## config.mk

```make
export PLATFORM = sky130hd
export DESIGN_NAME = branch_resolve_unit
export DESIGN_NICKNAME = d
export VERILOG_FILES = /design/src/rtl/branch_resolve_unit.sv
export SDC_FILE = /design/constraint.sdc
export NUM_CORES = 1
export LEC_CHECK = 0
export CORE_ASPECT_RATIO = 0.6
export CORE_UTILIZATION = 49
export CTS_CLUSTER_DIAMETER = 30
export DETAILED_ROUTE_END_ITERATION = 16
export GPL_TIMING_DRIVEN = 1
export PLACE_DENSITY = 0.82
export SLEW_MARGIN = 20
export SYNTH_ARGS = -nofsm -noshare
export SYNTH_HDL_FRONTEND = slang
export SYNTH_SLANG_ARGS = --single-unit
```

## constraint.sdc

```tcl
create_clock -name clk -period 2.9 [get_ports clk]
set_input_delay 0.725 -clock clk [delete_from_list [all_inputs] [get_ports clk]]
set_output_delay 0.725 -clock clk [all_outputs]
set_load 0.005 [all_outputs]
```

## src/rtl/branch_resolve_unit.sv

```systemverilog
// rtl/branch_resolve_unit.sv - execute-stage branch resolution, redirect, 2-bit BHT and statistics
module branch_resolve_unit #(
    parameter int BHT_ENTRIES = 16,
    parameter int IDX_W       = $clog2(BHT_ENTRIES),
    parameter int CNT_W       = 32
) (
    input  logic             clk,
    input  logic             rst_n,
    input  logic [31:0]      if_pc,
    output logic             if_pred_taken,
    input  logic             ex_valid,
    input  logic             ex_is_branch,
    input  logic             ex_stall,
    input  logic [2:0]       ex_funct3,
    input  logic [31:0]      ex_pc,
    input  logic [31:0]      ex_target,
    input  logic             ex_pred_taken,
    output logic             BrUn,
    input  logic             BrEQ,
    input  logic             BrLT,
    output logic             redirect_valid,
    output logic [31:0]      redirect_pc,
    output logic             flush,
    input  logic             stat_clr,
    output logic [CNT_W-1:0] br_count,
    output logic [CNT_W-1:0] mispred_count
);

    logic [1:0]       bht [BHT_ENTRIES];
    logic             shadow;
    logic             taken;
    logic             legal;
    logic             resolve;
    logic             legal_resolve;
    logic             mispredict;
    logic [IDX_W-1:0] if_idx;
    logic [IDX_W-1:0] ex_idx;
    logic             unused_pc_bits;

    assign if_idx = if_pc[IDX_W+1:2];
    assign ex_idx = ex_pc[IDX_W+1:2];

    // Only the word-aligned index bits of either PC address the table.
    assign unused_pc_bits = ^{if_pc[31:IDX_W+2], if_pc[1:0], ex_pc[1:0]};

    // Fetch prediction is the counter MSB; no bypass of a same-cycle update.
    assign if_pred_taken = bht[if_idx][1];

    // Comparator mode depends on funct3 alone: BLTU/BGEU compare unsigned.
    assign BrUn = (ex_funct3 == 3'b110) || (ex_funct3 == 3'b111);

    // Decode the actual outcome; 010/011 are not branches and never act.
    always_comb begin
        taken = 1'b0;
        legal = 1'b1;
        case (ex_funct3)
            3'b000:          taken = BrEQ;
            3'b001:          taken = ~BrEQ;
            3'b100, 3'b110:  taken = BrLT;
            3'b101, 3'b111:  taken = ~BrLT;
            default: begin
                taken = 1'b0;
                legal = 1'b0;
            end
        endcase
    end

    // The cycle after a redirect carries a wrong-path instruction, so it is ignored.
    assign resolve       = ex_valid & ex_is_branch & ~ex_stall & ~shadow;
    assign legal_resolve = resolve & legal;
    assign mispredict    = legal_resolve & (taken != ex_pred_taken);

    // Registered redirect pulse and corrected PC; the PC holds between pulses.
    always_ff @(posedge clk or negedge rst_n) begin
        if (!rst_n) begin
            redirect_valid <= 1'b0;
            flush          <= 1'b0;
            redirect_pc    <= 32'h0;
            shadow         <= 1'b0;
        end else begin
            redirect_valid <= mispredict;
            flush          <= mispredict;
            shadow         <= mispredict;
            if (mispredict) begin
                redirect_pc <= taken ? ex_target : (ex_pc + 32'd4);
            end
        end
    end

    // Saturating 2-bit counters trained by every legal resolved branch.
    always_ff @(posedge clk or negedge rst_n) begin
        if (!rst_n) begin
            for (int i = 0; i < BHT_ENTRIES; i++) begin
                bht[i] <= 2'b01;
            end
        end else if (legal_resolve) begin
            if (taken) begin
                if (bht[ex_idx] != 2'b11) begin
                    bht[ex_idx] <= bht[ex_idx] + 2'b01;
                end
            end else begin
                if (bht[ex_idx] != 2'b00) begin
                    bht[ex_idx] <= bht[ex_idx] - 2'b01;
                end
            end
        end
    end

    // Wrapping statistics; a clear wins over a same-cycle increment.
    always_ff @(posedge clk or negedge rst_n) begin
        if (!rst_n) begin
            br_count      <= '0;
            mispred_count <= '0;
        end else if (stat_clr) begin
            br_count      <= '0;
            mispred_count <= '0;
        end else begin
            if (legal_resolve) begin
                br_count <= br_count + CNT_W'(1);
            end
            if (mispredict) begin
                mispred_count <= mispred_count + CNT_W'(1);
            end
        end
    end

endmodule

```

==> flow_summary.yaml <==
status:
  outcome: "finished clean"
power:
  worst_ir_drop_vdd_uv: 413
  finalPower_mw: 5.39
  leakage_nw: 4.25
  power.density_mw_per_mm2: 511
synth:
  synth.lib_cells_used.distinct: 49
  ys_seq_elements: 129
  synth_cells: 753
  synth_sequential_area_ratio_pct: 44.0
  syn_area_per_cell_um2: 9.80
  yosys_warnings: 0
  number_of_enable_flip_flop_cells_after_synthesis: 0
  ys_async_sr_fraction_pct: 100
  synthesis.nets: 869
  mappedNetlistArea_mm2: 0.00738
  dominantRegCellSynth: "dfrtp_1"
sta:
  min_period_over_period_pct: 98.1
  hold_viol_final: 0
  tightest_slew_ns: 0.696
  finalWorstPathRequiredPeriod_ns: 2.85
  clock_skew_ns: 0.0141
  achievable-frequency_mhz: 351
  finalSetupViolations: 0
  slew_headroom_pct: 53.5
  finalMaxSlewViolations: 0
critical_path:
  worst-endpoint-required_ns: 2.17
  timing_worst_setup_path_type: "input pin to output port"
  crit_path_max_fanout: 4
  worst_setup_ep_type: "output port"
  timing.rr.end: "bht[9]$_DFFE_PN0P_"
  regToRegSetupSlack_ns: 0.20
  setup.worst_path.start_class: "input pin"
  rr_worst_depth: 8
  critical_path.reg2reg.startpoint: "bht[27]$_DFFE_PN0P_"
  cp_data_arrival_time_ns: 2.12
routing:
  drt_pass_1_iters: 5
  remaining_drc_errors: 0
  routedWlPerCell_um: 18.5
  routed-via-count: 6952
  postRouteAntennaNets: 0
  post_drt_via_cell_ratio: 5.89
  detail_route.wirelength_mm: 21.9
  first_iter_violations: 715
final_layout:
  antennaDiodeCount: 0
  finish.net_count: 1086
  final_core_util_pct: 72.3
  area.growth.synth_to_final_pct: 43.0
  final_layout_size_suffix_gt1_share_pct: 19.7
  final_area_mm2: 0.0106
floorplan:
  initial_core_util_pct: 50.6
  row_count: 34
  ioPinCount: 208
  placeableCoreArea_mm2: 0.0146
  die_width_um: 160
  fp.dieArea_mm2: 0.0156
  fp.dieH_um: 97.1
clock_network:
  clock_tree.buffer_depth: 2
  clkLatencyLatePin_ns: 0.42
  ctsRootBufferMaster: "clkbuf_16"
  tritoncts.num_buffers: 17
  numClockSinks: 129
  htree_levels: 4
  cts.reportedPaths.clkPinSlew_ns: 0.06
  tritoncts: "done"
global_route:
  first_pass_grt_wire_length_mm: 35.1
  gr-usage-all-layers_pct: 28.7
  grt_remaining_overflow: 0
  grt_pass1_vias: 6450
  grt_start_max_net_pins: 84
  grt_antenna_before_repair: 0
run:
  maximum_capacitance_violations: 0
placement:
  numPortBuffers: 179
  hpwl_reported_at_the_end_of_detailed_placement_mm: 15.6
  place_congestion: 0.927
  placement.cell_area_mm2: 0.00987
hold_path:
  hold_path.class: "input pin to async pin"
[critical path, cell delays in order]
cell           delay (ns)
dlygate4sd2_1        0.30
mux4_2               0.34
mux4_2               0.47
dlygate4sd2_1        0.28
[power by group]
part | internal (mW) | total, mW | switching, mW
Clock | 1.37 | 2.20 | 0.826
Combinational | 0.620 | 1.09 | 0.465
Sequential | 1.98 | 2.10 | 0.120
Total | 3.98 | 5.39 | 1.41
[through the flow]
stage | setup TNS [ns] | setup slack [ns] | hold WS, ns | instances
finish | 0 | 0.0547 | 0.319 | 1181
global route | -0.0111 | -0.0111 | 0.352 | 1181
CTS | 0 | 0.0136 | 0.346 | 1181
detailed placement | -22.99 | -0.711 | 0.472 | 1145
global placement | -20.67 | -0.666 | 0.462 | 1145
floorplan | -0.468 | -0.0826 | 0.429 | 753
[layer usage]
metal	global-route usage, %	up-vias	routed length, um
li1	-	3217	-
met1	44.0	3368	10400
met2	41.3	346	9480
met3	5.72	21	1760
met4	7.33	0	236
met5	0	-	0
[worst max path at each step]
stage	cells after the start	to	from
floorplan	8	bht[27]$_DFFE_PN0P_	ex_pc[2]
global placement	9	bht[11]$_DFFE_PN0P_	ex_pc[2]
detailed placement	9	bht[15]$_DFFE_PN0P_	ex_pc[2]
CTS	12	bht[23]$_DFFE_PN0P_	ex_pc[3]
global route	10	bht[9]$_DFFE_PN0P_	ex_pc[2]
finish	4	if_pred_taken	if_pc[3]
[logic make-up after synthesis]
group / Yosys count / synth area share, %
XOR/XNOR: 60 / 7.12
AND/OR/NAND/NOR: 291 / 21.3
adder cells (fa/ha/maj): 8 / 1.36
AO/OA/AOI/OAI: 124 / 10.6
flip-flops: 129 / 44.0
buffers and inverters: 73 / 3.87
multiplexers: 68 / 11.7
[cell usage after synthesis, drive strengths merged, types with 9 or more instances]
library cell	instances	area share [%]
nand3	34	2.3
clkbuf	38	1.9
nor4	16	1.4
dfstp	16	5.7
buf	11	0.71
dfrtp	113	38
a22oi	10	1.0
and4	20	2.4
nor2	51	2.6
nor3	21	1.4
o31ai	14	1.4
xor2	30	3.6
xnor2	30	3.6
nand2	65	3.3
mux2	37	5.6
nand4	33	2.9
mux4	11	3.4
o21ai	31	2.1
a21oi	41	2.8
o221ai	9	1.1
inv	23	1.2
mux2i	20	2.7
or4	16	1.6
[final cells by class]
type | instances | area (um2)
Clock buffer | 19 | 443
Clock inverter | 13 | 163
Fill cell | 1056 | 4040
Inverter | 24 | 90.1
Multi-Input combinational cell | 551 | 3930
Sequential cell | 129 | 3250
Tap cell | 198 | 248
Timing Repair Buffer | 247 | 2430
[layout by cell type, fill, tap and decap left out, drive strengths merged, types with 9 or more instances in the layout]
cell type      Yosys  routed
a21oi             41      41
a22oi             10      10
and4              20      20
buf               11      71
clkbuf            38      20
clkdlybuf4s50      0     172
dfrtp            113     113
dfstp             16      16
inv               23      23
mux2              37      37
mux2i             20      20
mux4              11      11
nand2             65      65
nand3             34      34
nand4             33      33
nor2              51      51
nor3              21      21
nor4              16      16
o21ai             31      31
o221ai             9       9
o31ai             14      14
or4               16      16
xnor2             30      30
xor2              30      30
[timing repair]
item / in CTS / in global routing
endpoints found under the setup margin: 33 / 30
hold buffers: 0 / 0
cloned: 2 / 0
buffers inserted: 2 / 0
pin swaps: 0 / 1
resized for setup: 18 / 4
No activity file was read; power rests on OpenSTA's default activity.
==> RTL edit (same settings) <==
The output `redirect_valid` loses its register stage (`redirect_valid` becomes a continuous assignment).
--- a/src/rtl/branch_resolve_unit.sv
+++ b/src/rtl/branch_resolve_unit.sv
@@ -75,3 +75,2 @@
         if (!rst_n) begin
-            redirect_valid <= 1'b0;
             flush          <= 1'b0;
@@ -80,3 +79,2 @@
         end else begin
-            redirect_valid <= mispredict;
             flush          <= mispredict;
@@ -88,2 +86,4 @@
     end
+
+    assign redirect_valid = mispredict;
 
Function: changed (Yosys sat finds a counterexample within 4 cycles, from zero or initial values and one cycle with rst_n low).
==> RTL edit against the original RTL <==
  * Total power is 1.7% lower
  * Final area up 0.32%
  * Sequential share of layout area shrank 0.098 points
  * Fmax up 0.23%
  * Clock power fell by 3%
  * Routed wire length rose by 3.3%
  * Worst setup slack improved by 6.4 ps
  * Die area about the same
  * Synthesized cell count grew 1.1%
  * Final cell count is 2.1% higher
  * First-iteration DRC count shrank 14%
  * Sequential cell count unchanged
  * Area after synthesis is essentially flat
==> RTL edit: results (changes against the original RTL) <==
- Setup bufs post-CTS: 5 (was 2)
- Vias in the first global route: 6,738 (was 6,450)
- Final-stage net count: 1,111 (was 1,086)
- Via count: 7,050 (was 6,952)
- Hpwl dp: 16,300 um (was 15,600 um)
- Tcrit/Tclk final: 0.979 (was 0.981)
- Clkbuf count: 20 (was 19)
- Cell-internal power: 3.88 mW (was 3.98 mW)
- Final clock skew: 12.8 ps (was 14.1 ps)
- Average size of a mapped cell: 9.69 sq um (was 9.80 sq um)
- Layout cell share with drive strength beyond 1: 0.176 (was 0.197)
- Syn_nets: 877 (was 869)
- Via/cell ratio: 5.85 (was 5.89)
- Static leakage: 4.25 nW (about the same)
- Worst VDD drop: 0.433 mV (was 0.413 mV)
- Worst-case reg-to-reg path depth: 7 (was 8)
- Switching share of power: 0.269 (was 0.262)
- Signal buf overhead: 0.230 (about the same)
- Worst setup endpoint: redirect_valid (was if_pred_taken)
- WHS: 309 ps (was 319 ps)
- Multi-input gate area: 4000 sq um (was 3930 sq um)
- Rel. slew slack: 0.575 (was 0.535)
- R2R Path Start: bht[7] (was bht[27])
- Run status: finished clean (unchanged)
- Synth top area cells: dfrtp_1, xnor2_1, dfstp_2, mux2_1, nand2_1 (was dfrtp_1, dfstp_2, mux2_2, xnor2_1, xor2_1)
- Crit path max-delay family: buffers and inverters (was multiplexers)
- Buffers outside the clock class: 260 (was 247)
- Setup crit start: ex_funct3[1] (was if_pc[3])
- Dpl cell area: 9850 sq um (was 9870 sq um)
- GPL Wtd Cong: 0.909 (was 0.927)
- First-pass DRT Iterations: 6 (was 5)
- First-pass GRT wire length: 36,600 um (was 35,100 um)
- Design area: 10,600 sq um (about the same)
- Sequential power share: 0.398 (was 0.390)
RTL edit: cell count changes in the layout (fill, tap and decap cells not counted), moves of 9 or more:
cell | before | now
o21ai_0 | 26 | 14
nand2_1 | 65 | 84
a21oi_1 | 41 | 32
xor2_1 | 30 | 15
mux2_1 | 0 | 19
xnor2_1 | 30 | 49
nor4_1 | 15 | 25
o21ai_1 | 2 | 16
mux2_2 | 33 | 3
buf_4 | 59 | 74
RTL edit: cell families after synthesis:
| logic type | synth area share |
|---|---|
| AND/OR/NAND/NOR | 0.233 |
| flip-flops | 0.441 |
| AO/OA/AOI/OAI | 0.0989 |
| XOR/XNOR | 0.0816 |
| buffers and inverters | 0.0324 |
| multiplexers | 0.0999 |
| adder cells (fa/ha/maj) | 0.0136 |
RTL edit: metal layers:
| metal | GRT usage | routed length (um) |
|---|---|---|
| met3 | 0.0686 | 1840 |
| met4 | 0.0821 | 253 |
| met1 | 0.448 | 10700 |
| met2 | 0.432 | 9760 |
| met5 | 0 | 0 |
